--- src/rtl/mux_pkg.sv ---
// rtl/mux_pkg.sv - shared defaults and level-count helper for the pipelined mux tree
package mux_pkg;

  localparam int MUX_DEFAULT_WIDTH = 8;
  localparam int MUX_DEFAULT_N     = 8;

  function automatic int mux_levels(input int n);
    return $clog2(n);
  endfunction

endpackage

--- src/rtl/mux_2to1_reg.sv ---
// rtl/mux_2to1_reg.sv - one registered 2:1 tree stage with load enable
module mux_2to1_reg #(
  parameter int WIDTH = 8
) (
  input  logic             clk,
  input  logic             rst_n,
  input  logic             en_i,
  input  logic             sel_i,
  input  logic [WIDTH-1:0] a_i,
  input  logic [WIDTH-1:0] b_i,
  output logic [WIDTH-1:0] q_o
);

  logic [WIDTH-1:0] q_q;
  logic [WIDTH-1:0] q_d;

  assign q_d = sel_i ? b_i : a_i;

  always_ff @(posedge clk or negedge rst_n) begin
    if (!rst_n) begin
      q_q <= '0;
    end else if (en_i) begin
      q_q <= q_d;
    end
  end

  assign q_o = q_q;

endmodule

--- src/rtl/mux_nto1_pipelined.sv ---
// rtl/mux_nto1_pipelined.sv - registered N:1 mux tree with valid/ready handshake
// Optional scan-counter select enabled by macro MUX_SCAN_EN.
module mux_nto1_pipelined
  import mux_pkg::*;
#(
  parameter int WIDTH = MUX_DEFAULT_WIDTH,
  parameter int N     = MUX_DEFAULT_N
) (
  input  logic                        clk,
  input  logic                        rst_n,
`ifdef MUX_SCAN_EN
  input  logic                        scan_en,
`endif
  input  logic [N*WIDTH-1:0]          in_data,
  input  logic [mux_levels(N)-1:0]    in_sel,
  input  logic                        in_valid,
  output logic                        in_ready,
  output logic [WIDTH-1:0]            out_data,
  output logic [mux_levels(N)-1:0]    out_sel,
  output logic                        out_valid,
  input  logic                        out_ready
);

  localparam int SEL_W = mux_levels(N);

  logic                 adv;
  logic [SEL_W-1:0]     sel0;
  logic [SEL_W-1:0]     valid_q;
  logic [SEL_W-1:0]     idx_q [SEL_W];

  // Heap-ordered tree nodes: node 0 is the root, leaves N-1..2N-2 are the inputs.
  logic [(2*N-1)*WIDTH-1:0] node;

  assign adv       = out_ready | ~out_valid;
  assign in_ready  = adv;
  assign out_valid = valid_q[SEL_W-1];
  assign out_sel   = idx_q[SEL_W-1];
  assign out_data  = node[WIDTH-1:0];

`ifdef MUX_SCAN_EN
  logic [SEL_W-1:0] scan_q;
  logic [SEL_W-1:0] scan_d;

  always_comb begin
    scan_d = scan_q;
    if (scan_en && in_valid && adv) begin
      scan_d = scan_q + 1'b1;
    end
  end

  always_ff @(posedge clk or negedge rst_n) begin
    if (!rst_n) begin
      scan_q <= '0;
    end else begin
      scan_q <= scan_d;
    end
  end

  assign sel0 = scan_en ? scan_q : in_sel;
`else
  assign sel0 = in_sel;
`endif

  // The full index travels with each beat; level j reads its own bit from it.
  always_ff @(posedge clk or negedge rst_n) begin
    if (!rst_n) begin
      valid_q <= '0;
      for (int j = 0; j < SEL_W; j++) begin
        idx_q[j] <= '0;
      end
    end else if (adv) begin
      valid_q[0] <= in_valid;
      idx_q[0]   <= sel0;
      for (int j = 1; j < SEL_W; j++) begin
        valid_q[j] <= valid_q[j-1];
        idx_q[j]   <= idx_q[j-1];
      end
    end
  end

  for (genvar k = 0; k < N; k++) begin : g_leaf
    assign node[(N-1+k)*WIDTH +: WIDTH] = in_data[k*WIDTH +: WIDTH];
  end

  for (genvar j = 0; j < SEL_W; j++) begin : g_lvl
    localparam int D = SEL_W - 1 - j;
    logic lvl_sel;

    if (j == 0) begin : g_sel_in
      assign lvl_sel = sel0[0];
    end else begin : g_sel_pipe
      assign lvl_sel = idx_q[j-1][j];
    end

    for (genvar k = 0; k < (N >> (j + 1)); k++) begin : g_node
      localparam int I = (1 << D) - 1 + k;

      mux_2to1_reg #(
        .WIDTH(WIDTH)
      ) u_stage (
        .clk   (clk),
        .rst_n (rst_n),
        .en_i  (adv),
        .sel_i (lvl_sel),
        .a_i   (node[(2*I+1)*WIDTH +: WIDTH]),
        .b_i   (node[(2*I+2)*WIDTH +: WIDTH]),
        .q_o   (node[I*WIDTH +: WIDTH])
      );
    end
  end

endmodule

--- config.mk ---
export PLATFORM = sky130hd
export DESIGN_NAME = mux_nto1_pipelined
export DESIGN_NICKNAME = d
export VERILOG_FILES = /design/src/rtl/mux_pkg.sv /design/src/rtl/mux_2to1_reg.sv /design/src/rtl/mux_nto1_pipelined.sv
export SDC_FILE = /design/constraint.sdc
export NUM_CORES = 1
export LEC_CHECK = 0
export ABC_AREA = 1
export BUFFER_PORTS_ARGS = -buffer_cell sky130_fd_sc_hd__buf_2
export CAP_MARGIN = 40
export CORE_ASPECT_RATIO = 1.75
export CORE_MARGIN = 2
export CORE_UTILIZATION = 40
export DETAILED_ROUTE_END_ITERATION = 8
export GPL_TIMING_DRIVEN = 0
export SETUP_SLACK_MARGIN = 0.05
export SLEW_MARGIN = 25
export SYNTH_ARGS = -nofsm -noshare
export SYNTH_HDL_FRONTEND = slang
export SYNTH_HIERARCHICAL = 1
export SYNTH_SLANG_ARGS = --single-unit
--- constraint.sdc ---
create_clock -name clk -period 1.4 [get_ports clk]
set_input_delay 0.21 -clock clk [delete_from_list [all_inputs] [get_ports clk]]
set_output_delay 0.21 -clock clk [all_outputs]
set_load 0.005 [all_outputs]
### After elaboration in Yosys (flattened, before gate mapping)

Cells that the tools add are included.
W data, S select, Z words.

* output and inout bits: 13
* register bits after elaboration: 68
* bits of input ports: 71
* word-level logic and storage cells: 20

* bitwise logic cells: 2
* muxes and demuxes: 7

Operators with widths (count)
* $mux W8: 7
* $not A1 Y1: 1
* $or A1 B1 Y1: 1

### Longest topological paths before layout

Gate-level depths: netlist of the first run.

* depth after elaboration: 2
* mapped depth: 7
* gate-level depth less buffers: 5

### Modules after synthesis

The synthesis of the first run kept the hierarchy.

By module, submodules not included
* mux_2to1_reg: area each 459.2 sq um, sequential area each 200.2 sq um, cells an instance 68, times used 7
* mux_nto1_pipelined: area each 504.2 sq um, sequential area each 300.3 sq um, cells an instance 55, times used 1

### Worst setup path after synthesis of the first run

Ideal clock, no wire load.

* kind: flip-flop to flip-flop
* start: register valid_q[2]
* end: register g_lvl[2].g_node[0].u_stage.q_q[0]
* slack: 314 ps
* stages on the path, launching flop included: 7
* arrival: 969 ps
* required time: 1283 ps
* setup time: 117 ps
* period minus slack after synthesis: 1086 ps
* buffers on the path: 2
* path through: dfrtp_1 nand2_2 buf_6 buf_4 inv_2 nand2_1 nand2_1

* word-level cells in the longest chain between the ends: 2

RTL lines
* from (decl): RTL line mux_nto1_pipelined.sv:28 `logic [SEL_W-1:0] valid_q;`
* from (signal, indexed assignment): RTL line mux_nto1_pipelined.sv:75 `valid_q[j] <= valid_q[j-1];`
* $not A1 Y1: RTL line mux_nto1_pipelined.sv:34 `assign adv = out_ready | ~out_valid;`
* $or A1 B1 Y1: RTL line mux_nto1_pipelined.sv:34
* via in_ready: RTL line mux_nto1_pipelined.sv:17 `output logic in_ready,`
* to (signal assigned): RTL line mux_2to1_reg.sv:23 `q_q <= q_d;`
* to (decl): RTL line mux_2to1_reg.sv:14 `logic [WIDTH-1:0] q_q;`

The timed path passes the listed nets, and every way through them passes these cells.
A chain may end at the register's enable or synchronous reset.

### Worst setup path after layout of the first run

* start: register valid_q[2]
* end: output port in_ready

* word-level cells in the longest chain between the ends: 2

RTL lines (RTL line)
* $not A1 Y1: mux_nto1_pipelined.sv:34
* $or A1 B1 Y1: mux_nto1_pipelined.sv:34
* to (decl): mux_nto1_pipelined.sv:17

Every way passes these cells.

==> results of run 1 <==
## registers in the layout, indices dropped and copies added (netlist names)
signal,count
g_lvl.g_node.u_stage/q_o,56
valid_q,3
out_sel,3
idx_q,4
g_lvl.lvl_sel,2
## power groups by stage
stage	logic, mW	registers (mW)	clock network (mW)
floorplan	1.70	3.05	0
detailed placement	2.43	3.13	0
global route	2.87	3.20	2.60
finish	2.49	3.11	2.43
global placement	2.38	3.12	0
CTS	2.53	3.11	2.50
## metal layers
layer	vias up	track usage, %
li1	1726	-
met1	1400	18.38
met2	73	32.80
met3	7	3.984
met4	0	6.970
met5	-	0
## per-stage QoR
| stage | cells | total power [mW] | area, um2 | TNS [ns] |
|---|---|---|---|---|
| after global routing | 755 | 8.681 | 4703 | 0 |
| after CTS | 755 | 8.141 | 4693 | 0 |
| after floorplan | 531 | 4.753 | 3719 | 0 |
| final | 755 | 8.033 | 4703 | 0 |
| after detailed placement | 735 | 5.566 | 4307 | 0 |
| after global placement | 734 | 5.499 | 4284 | -12.69 |
## repair_timing
action                                  CTS  global route
setup buffers                             4             0
resized for setup                         2             4
endpoints found under the hold margin    29             0
pin swaps                                 1             0
endpoints found under the setup margin    1            10
hold buffers                              1             0
## worst max-delay path, stage by stage, from the launching register on
cell and delay (ns):
dfrtp_1 0.39, nand2_2 0.10, buf_12 0.14, buf_2 0.12
## kinds of logic after synthesis
group | after synthesis | synth area share, %
and+or+nand+nor | 315 | 35.53
buffers and inverters | 148 | 18.71
DFF | 68 | 45.76
## cell usage in the layout, fill, tap and decap left out, drive strengths merged
cell and n:
clkinv 1, clkbuf 11, nand3 67, dlygate4sd3 1, buf 108, clkinvlp 1, bufinv 2, nand2 248
inv 128, dfrtp 68
## worst paths after layout
check / depth (start not counted) / endpoint
setup / recovery: 3 / in_ready
hold / removal: 3 / valid_q[0]$_DFFE_PN0P_
setup reg to reg: 7 / g_lvl[0].g_node[3].u_stage/q_o[1]$_DFFE_PN0P_
hold reg to reg: 2 / valid_q[2]$_DFFE_PN0P_
max in group asynchronous: 3 / out_sel[0]$_DFFE_PN0P_
min in group asynchronous: 2 / g_lvl[0].g_node[1].u_stage/q_o[1]$_DFFE_PN0P_
## cell type report
cell class	count	area (um2)
clock buffer	11	252.7
tap	120	150.1
multi-input combinational	315	1321
clock inverter	4	72.57
timing repair buffer	89	490.5
sequential	68	1702
fill	952	4333
buffer	20	188.9
inverter	128	525.5
==> results.toml, run 1 <==
[cells_and_area]
final_core_utilization_pct = 52.05
syn2layout_area_growth_pct = 26.48
drive_gt1_share_pct = 31.65
diodes = 0
fin_nets = 702

[floorplanning]
die_area_um2 = 10110
core_area_um2 = 9036
boundaryPins = 84
initial_utilization_pct = 41.15
chipHeight_um = 131.6
placementRows = 46
dieWidth_um = 76.89

[placed_design]
portBuffers = 83
dp_slack_ns = 0.1392
dp_hpwl_mm = 6.092
gp_congestion = 0.7624

[synthesis]
synth-edff-count = 0
synth_top_cell_area_share_pct = 45.76
yosysWarnings = 6
synth_cell_types = 9
syn_nets = 602
ys.flop_type = "dfrtp_1"
yosys.area.top_type = "dfrtp_1"
synth.yosys.seq_area_share_pct = 45.76
async_flop_share_pct = 100.0
synth_area_leaders = "dfrtp_1 46%, nand2_1 23%, nand3_1 9.0%, inv_1 7.3%, inv_2 4.9%"
ys_top_cells_by_count = "226 x nand2_1, 72 x inv_1, 68 x dfrtp_1"
syn_avg_cell_area_um2 = 7.003
synth-seq-cells = 68
synth_area_um2 = 3719
syn_inst = 531
yosysMostFrequentCell = "nand2_1"

[run_status]
outcome = "finished, final reports clean"

[pwr]
pwr-share-clk_pct = 30.3
internal-power_mw = 5.389
switching_share_pct = 32.92
pwr-share-comb_pct = 31.0
netSwitchingPower_mw = 2.644
pwr-share-seq_pct = 38.7
p_leak_nw = 2.881
p_per_area_nw_per_um2 = 1708
ir_drop_v = 0.0007139

[grt]
grt_usage_pct = 17.49
grt_pass1_vias = 3233
grt-ovfl-total = 0
grt_pass1_wl_mm = 14.03
grt_max_degree = 40
antenna_found_initial = 0

[timing]
fin_skew_ns = 0.001663
tightest_slew_ns = 0.3933
rsz0062_at_grt = "no"
slew_viol_final = 0
fin_crit_sh_pct = 91.23
fmax_mhz = 782.9
setup_viol = 0
worst_slack_ns = 0.1227
slew-limit-headroom_pct = 73.78
finalHoldViolCount = 0
fin_hold_ws_ns = 0.07818
min_period_ns = 1.277

[hold_path]
hold_class = "in2reg"
hold_path_startpoint = "in_valid"

[job]
max_cap_viol_count = 0

[setup_path]
cp-end-kind = "primary output"
regToRegSetupSlack_ns = 0.16
worst-path-max-fanout = 4
worstPathRequired_ns = 1.19
timing.rr.start = "valid_q[2]$_DFFE_PN0P_"
crit_type = "reg2out"
start_kind = "flip-flop"
worstPathArrival_ns = 1.07
timing.critical_path.from = "valid_q[2]$_DFFE_PN0P_"

[drt]
wl_mm = 7.999
wl_met1_mm = 3.123
vias = 3206
drt-pass1-iter-count = 4
antenna_left = 0
met3_length_um = 322
dr.max_layer_used = "met4"
post_drt_wl_per_cell_um = 10.59
met2_length_mm = 4.449
drtIter0Drc = 104
vias_per_cell = 4.246
drc_errors = 0

[clocking]
cts.clk_slew.worst_paths_ns = 0.05
cts-root-buf = "clkbuf_16"
clock-sinks = 68
clockBufferDepth = 2
htreeDepth = 3
cts_tree = "done"
numCtsBuffers = 9
worstSkewPairLatency_ns = 0.33
Power figures use the tool's default switching activity.
==> run 2: changes to the inputs <==
--- a/config.mk
+++ b/config.mk
@@ -5,7 +5,6 @@
 export SDC_FILE = /design/constraint.sdc
 export NUM_CORES = 1
 export LEC_CHECK = 0
-export ABC_AREA = 1
 export BUFFER_PORTS_ARGS = -buffer_cell sky130_fd_sc_hd__buf_2
 export CAP_MARGIN = 40
 export CORE_ASPECT_RATIO = 1.75
==> run 2 against run 1 <==
  * Sequential power fell by 5%
  * Via count fell by 28%
  * Synthesized area fell by 14%
  * Count of clock-buffer cells in the layout rose by 2
  * Global-route usage fell by 0.52 points
  * Clock skew rose by 0.0022 ns
==> results.toml, run 2 <==
[clocking]
cts.clk_slew.worst_paths_ns = 0.05
clock-sinks = 68
clockBufferDepth = 2
cts-root-buf = "clkbuf_16"
numCtsBuffers = 9
htreeDepth = 3
worstSkewPairLatency_ns = 0.32
cts_tree = "done"

[floorplanning]
initial_utilization_pct = 40.71
die_area_um2 = 8754
dieWidth_um = 71.59
boundaryPins = 84
core_area_um2 = 7855
chipHeight_um = 122.3
placementRows = 43

[grt]
grt_pass1_wl_mm = 11.18
grt_max_degree = 56
grt-ovfl-total = 0
antenna_found_initial = 0
grt_pass1_vias = 2322
grt_usage_pct = 16.97

[pwr]
pwr-share-clk_pct = 29.5
ir_drop_v = 0.0008646
total_power_mw = 6.877
p_per_area_nw_per_um2 = 1678
switching_share_pct = 29.02
pwr-share-comb_pct = 27.5
netSwitchingPower_mw = 1.995
p_leak_nw = 2.009
pwr-share-seq_pct = 43.0
internal-power_mw = 4.882

[drt]
drt-pass1-iter-count = 4
drtIter0Drc = 76
drc_errors = 0
vias_per_cell = 4.881
antenna_left = 0
wl_mm = 6.793
vias = 2294
post_drt_wl_per_cell_um = 14.45

[cells_and_area]
diodes = 0
syn2layout_area_growth_pct = 28.13
multiInputGateArea_um2 = 1260
final_cell_mix = "82 x buf_2, 68 x dfrtp_1, 56 x mux2i_1, 53 x nor2_1, 49 x a21oi_1"
design_area_um2 = 4098
ff_latch_area_um2 = 1702
fin_cells = 470
fillers = 716
drive_gt1_share_pct = 39.47
mostFrequentLayoutCell = "buf_2"
final_core_utilization_pct = 52.17
fin_nets = 447
largest_register_ff_count = 56

[synthesis]
syn_nets = 345
async_flop_share_pct = 100.0
synth-edff-count = 0
yosysMostFrequentCell = "dfrtp_1"
synth_area_leaders = "dfrtp_1 53%, mux2i_1 18%, a21oi_1 7.7%, nor2_1 6.6%, buf_6 5.3%"
yosysWarnings = 6
syn_avg_cell_area_um2 = 11.67
synth.yosys.seq_area_share_pct = 53.21
synth_area_um2 = 3198
synth_top_cell_area_share_pct = 53.21
ys.flop_type = "dfrtp_1"
syn_inst = 274
synth-seq-cells = 68
yosys.area.top_type = "dfrtp_1"
ys_top_cells_by_count = "68 x dfrtp_1, 56 x mux2i_1, 56 x nor2_1"
synth_cell_types = 11

[job]
max_cap_viol_count = 0

[placed_design]
dp_hpwl_mm = 5.022
gp_congestion = 0.7960
place_area_um2 = 3756
portBuffers = 83
place_inst = 448

[timing]
slew_viol_final = 0
fmax_mhz = 772.7
min_period_ns = 1.294
rsz0062_at_grt = "yes"
fin_skew_ns = 0.003884
tightest_slew_ns = 0.2522
setup_viol = 0
slew-limit-headroom_pct = 82.71
fin_crit_sh_pct = 92.44
fin_tns_setup_ns = 0
finalHoldViolCount = 0

[setup_path]
slowest_stage = "dfrtp_1"
worstPathArrival_ns = 1.50
cp-end-kind = "flip-flop"
regToRegSetupSlack_ns = 0.11
start_kind = "flip-flop"
worst-path-max-fanout = 11
crit_type = "reg2reg"
cp_cell_sequence = "nand2b_4 > buf_12 > buf_4 > buf_4 > buf_6 > nor2_2 > a21oi_2"
crit_buf_inv = 4
cpPeakStageDelay_ns = 0.38
path_common_cell = "buf_4"
worstPathRequired_ns = 1.61
path_delay_family = "buffers and inverters"

[hold_path]
hold_class = "in2reg"

[run_status]
outcome = "finished, final reports clean"
## run 2: cell count changes in the layout (fill, tap and decap cells not counted), moves of 8 or more
cell	previous run	this run
inv_1	72	0
inv_2	45	0
nand2_1	226	0
nor2_1	0	53
nand3_1	67	0
nand2_2	22	0
mux2i_1	0	56
a21oi_1	0	49
mux2_4	0	8
## run 2: power by group through the flow
stage / Sequential [mW] / Clock [mW] / Combinational [mW]
floorplan: 2.87 / 0 / 1.30
global placement: 2.97 / 0 / 1.80
detailed placement: 2.99 / 0 / 1.84
CTS: 2.96 / 2.07 / 1.92
global route: 3.03 / 2.16 / 2.10
finish: 2.96 / 2.03 / 1.89
## run 2: routing by layer
metal | wire (um) | vias up | track usage, %
li1 | - | 1140 | -
met1 | 2712 | 1079 | 20.42
met2 | 3671 | 63 | 29.34
met3 | 258 | 12 | 2.299
met4 | 151 | 0 | 8.491
met5 | 0 | - | 0
## run 2: per-stage QoR
step	hold WS, ns	setup slack [ns]
floorplan	-0.08559	0.2238
global placement	0.4465	-0.2033
detailed placement	0.08466	0.09567
CTS	0.1154	0.07865
global route	0.1143	0.03124
finish	0.1211	0.1058
## run 2: logic make-up (layout without fill, tap and decap cells)
| logic type | count (synthesis) | after routing | share of synthesized area [%] |
|---|---|---|---|
| DFF | 68 | 68 | 53.21 |
| muxes | 67 | 67 | 22.34 |
| and+or+nand+nor | 58 | 58 | 7.238 |
| AOI/OAI and AO/OA | 56 | 56 | 9.585 |
| buffers and inverters | 25 | 131 | 7.629 |
## run 2: path summary, 6_finish.rpt
kind | from | endpoint | depth (start not counted)
worst max-delay path | valid_q[2]$_DFFE_PN0P_ | g_lvl[0].g_node[1].u_stage/q_o[4]$_DFFE_PN0P_ | 7
worst min-delay path | in_sel[1] | g_lvl[1].lvl_sel$_DFFE_PN0P_ | 2
worst max register to register | valid_q[2]$_DFFE_PN0P_ | g_lvl[0].g_node[1].u_stage/q_o[4]$_DFFE_PN0P_ | 7
worst min register to register | valid_q[1]$_DFFE_PN0P_ | valid_q[2]$_DFFE_PN0P_ | 1
max in group asynchronous | rst_n | g_lvl[2].g_node[0].u_stage/q_o[6]$_DFFE_PN0P_ | 3
min in group asynchronous | rst_n | g_lvl[0].g_node[3].u_stage/q_o[5]$_DFFE_PN0P_ | 2
## run 2: area by class of cell
cell class / instances / area share, %
Clock buffer: 13 / 6.351
Sequential cell: 68 / 41.53
Buffer: 25 / 6.168
Tap cell: 90 / 2.748
Multi-Input combinational cell: 181 / 30.75
Clock inverter: 2 / 0.2443
Timing Repair Buffer: 91 / 12.21
## run 2: timing repair
action,4_1_cts,5_1_grt
pin swaps,0,0
setup endpoints to repair,1,3
hold buffers,1,0
resized for setup,2,3
setup buffers,6,0
gates cloned,0,0
hold endpoints to repair,13,0
==> run 3: changes to the inputs <==
==> constraint.sdc (replaced) <==
create_clock -name clk -period 1.4 [get_ports clk]
set_input_delay 0.21 -clock clk [delete_from_list [all_inputs] [get_ports clk]]
set_output_delay 0.21 -clock clk [all_outputs]
set_load 0.01 [all_outputs]
==> run 3 against run 2 <==
  * Cell area increased by 0.43%
  * Critical path depth fell by 4
  * Fmax decreased by 0.11%
  * Register-to-register slack about the same
  * Power rose by 1.5%
  * Count of clock-buffer cells in the layout is the same
  * Via count is 0.78% lower
  * Non-clock buffer count unchanged
  * Critical endpoint is now in_ready
  * Largest cell class unchanged
==> results.toml, run 3 (synthesized netlist as in run 2, its figures left out) <==
[cells_and_area]
largest_register_ff_count = 56
fillers = 712
diodes = 0
final_cell_mix = "82 x buf_2, 68 x dfrtp_1, 56 x mux2i_1, 51 x nor2_1, 49 x a21oi_1"
fin_cells = 470
fin_nets = 447
mostFrequentLayoutCell = "buf_2"
drive_gt1_share_pct = 40.00
syn2layout_area_growth_pct = 28.68
final_core_utilization_pct = 52.39

[floorplanning]
core_area_um2 = 7855
die_area_um2 = 8754
placementRows = 43
chipHeight_um = 122.3
initial_utilization_pct = 40.71
boundaryPins = 84
dieWidth_um = 71.59

[setup_path]
timing.critical_path.from = "valid_q[2]$_DFFE_PN0P_"
cp_cell_sequence = "nand2b_4 > buf_12 > buf_2"
cpPeakStageDelay_ns = 0.40
worstPathArrival_ns = 1.09
crit_type = "reg2out"
worstPathRequired_ns = 1.19
crit_end = "in_ready"
r2r-end = "g_lvl[0].g_node[3].u_stage/q_o[4]$_DFFE_PN0P_"
worst-path-max-fanout = 9
regToRegSetupSlack_ns = 0.10
timing.rr.start = "valid_q[2]$_DFFE_PN0P_"
slowest_stage = "dfrtp_1"
start_kind = "flip-flop"
cp-end-kind = "primary output"
reg2reg_depth = 7

[timing]
fin_tns_setup_ns = 0
finalHoldViolCount = 0
slew-limit-headroom_pct = 82.69
slew_viol_final = 0
worst_slack_ns = 0.1045
fin_skew_ns = 0.004084
tightest_slew_ns = 0.2524
min_period_ns = 1.296
setup_viol = 0
fin_crit_sh_pct = 92.54
fmax_mhz = 771.9
rsz0062_at_grt = "yes"

[clocking]
clockBufferDepth = 2
clock-sinks = 68
cts.clk_slew.worst_paths_ns = 0.05
numCtsBuffers = 9
cts-root-buf = "clkbuf_16"
worstSkewPairLatency_ns = 0.32
htreeDepth = 3
cts_tree = "done"

[drt]
antenna_left = 0
drc_errors = 0
post_drt_wl_per_cell_um = 14.59
drtIter0Drc = 76
vias = 2276
vias_per_cell = 4.843
wl_mm = 6.859
drt-pass1-iter-count = 4

[pwr]
ir_drop_v = 0.0008747
internal-power_mw = 4.900
netSwitchingPower_mw = 2.079
pwr-share-comb_pct = 28.3
pwr-share-clk_pct = 29.2
p_per_area_nw_per_um2 = 1696
switching_share_pct = 29.79
pwr-share-seq_pct = 42.5
p_leak_nw = 2.014

[placed_design]
dp_hpwl_mm = 5.022
place_inst = 448
gp_congestion = 0.7960
portBuffers = 83
dp_slack_ns = 0.09567

[grt]
grt.met1_usage_pct = 20.58
grt_max_degree = 56
grt-busiest-layer = "met2"
grt-ovfl-total = 0
antenna_found_initial = 0
grt_util_met3_pct = 2.299
grtUsageMet2_pct = 29.46
grt_pass1_wl_mm = 11.23
grt_usage_pct = 17.05
grt_pass1_vias = 2331

[run_status]
outcome = "finished, final reports clean"

[job]
max_cap_viol_count = 0

[hold_path]
hold_class = "in2reg"
## run 3: metrics by stage
| step | total power, mW | instance area [um2] | hold WS [ns] |
|---|---|---|---|
| floorplan | 4.229 | 3198 | -0.08559 |
| global placement | 4.837 | 3726 | 0.4465 |
| detailed placement | 4.900 | 3756 | 0.08466 |
| CTS | 7.038 | 4103 | 0.1154 |
| global route | 7.389 | 4115 | 0.1143 |
| finish | 6.979 | 4115 | 0.1211 |
## run 3: worst max-delay path, delay by kind of cell (launching register included)
kind | cells | cell delay, ns
buffers and inverters | 2 | 0.26
flip-flops | 1 | 0.40
AND/OR/NAND/NOR | 1 | 0.11
## run 3: metal layers
layer / wire length [um] / vias up
met5: 0 / -
met4: 141 / 0
met2: 3698 / 59
met3: 250 / 10
li1: - / 1141
met1: 2769 / 1066
## run 3: power by group through the flow
stage	Clock [mW]	Sequential [mW]	Combinational, mW
4_1_cts	2.07	2.96	2.00
2_1_floorplan	0	2.91	1.32
3_5_place_dp	0	2.99	1.91
6_report	2.04	2.97	1.98
5_1_grt	2.16	3.04	2.19
3_3_place_gp	0	2.97	1.87
## run 3: repair_timing
action                                  CTS  global route
gates resized for setup                   2             5
endpoints found under the setup margin    1             5
hold buffers                              1             0
setup buffers                             6             0
endpoints found under the hold margin    13             0
## run 3: worst min path at each step
| stage | startpoint | to | slack [ns] | depth (start not counted) |
|---|---|---|---|---|
| after floorplan | rst_n | g_lvl[0].g_node[0].u_stage/q_o[0]$_DFFE_PN0P_ | -0.09 | 0 |
| after global placement | valid_q[1]$_DFFE_PN0P_ | valid_q[2]$_DFFE_PN0P_ | 0.45 | 1 |
| after detailed placement | rst_n | g_lvl[0].g_node[2].u_stage/q_o[5]$_DFFE_PN0P_ | 0.08 | 1 |
| after CTS | in_sel[1] | g_lvl[1].lvl_sel$_DFFE_PN0P_ | 0.12 | 2 |
| after global routing | in_sel[1] | g_lvl[1].lvl_sel$_DFFE_PN0P_ | 0.11 | 2 |
| final | in_sel[1] | g_lvl[1].lvl_sel$_DFFE_PN0P_ | 0.12 | 2 |
## run 3: layout make-up
cell class,instances,area (um2),share of cell area (%)
buffer,25,252.7,6.142
timing repair buffer,91,513.0,12.47
tap,90,112.6,2.736
sequential,68,1702,41.35
multi-input combinational,181,1265,30.74
clock buffer,13,260.3,6.324
clock inverter,2,10.01,0.2432
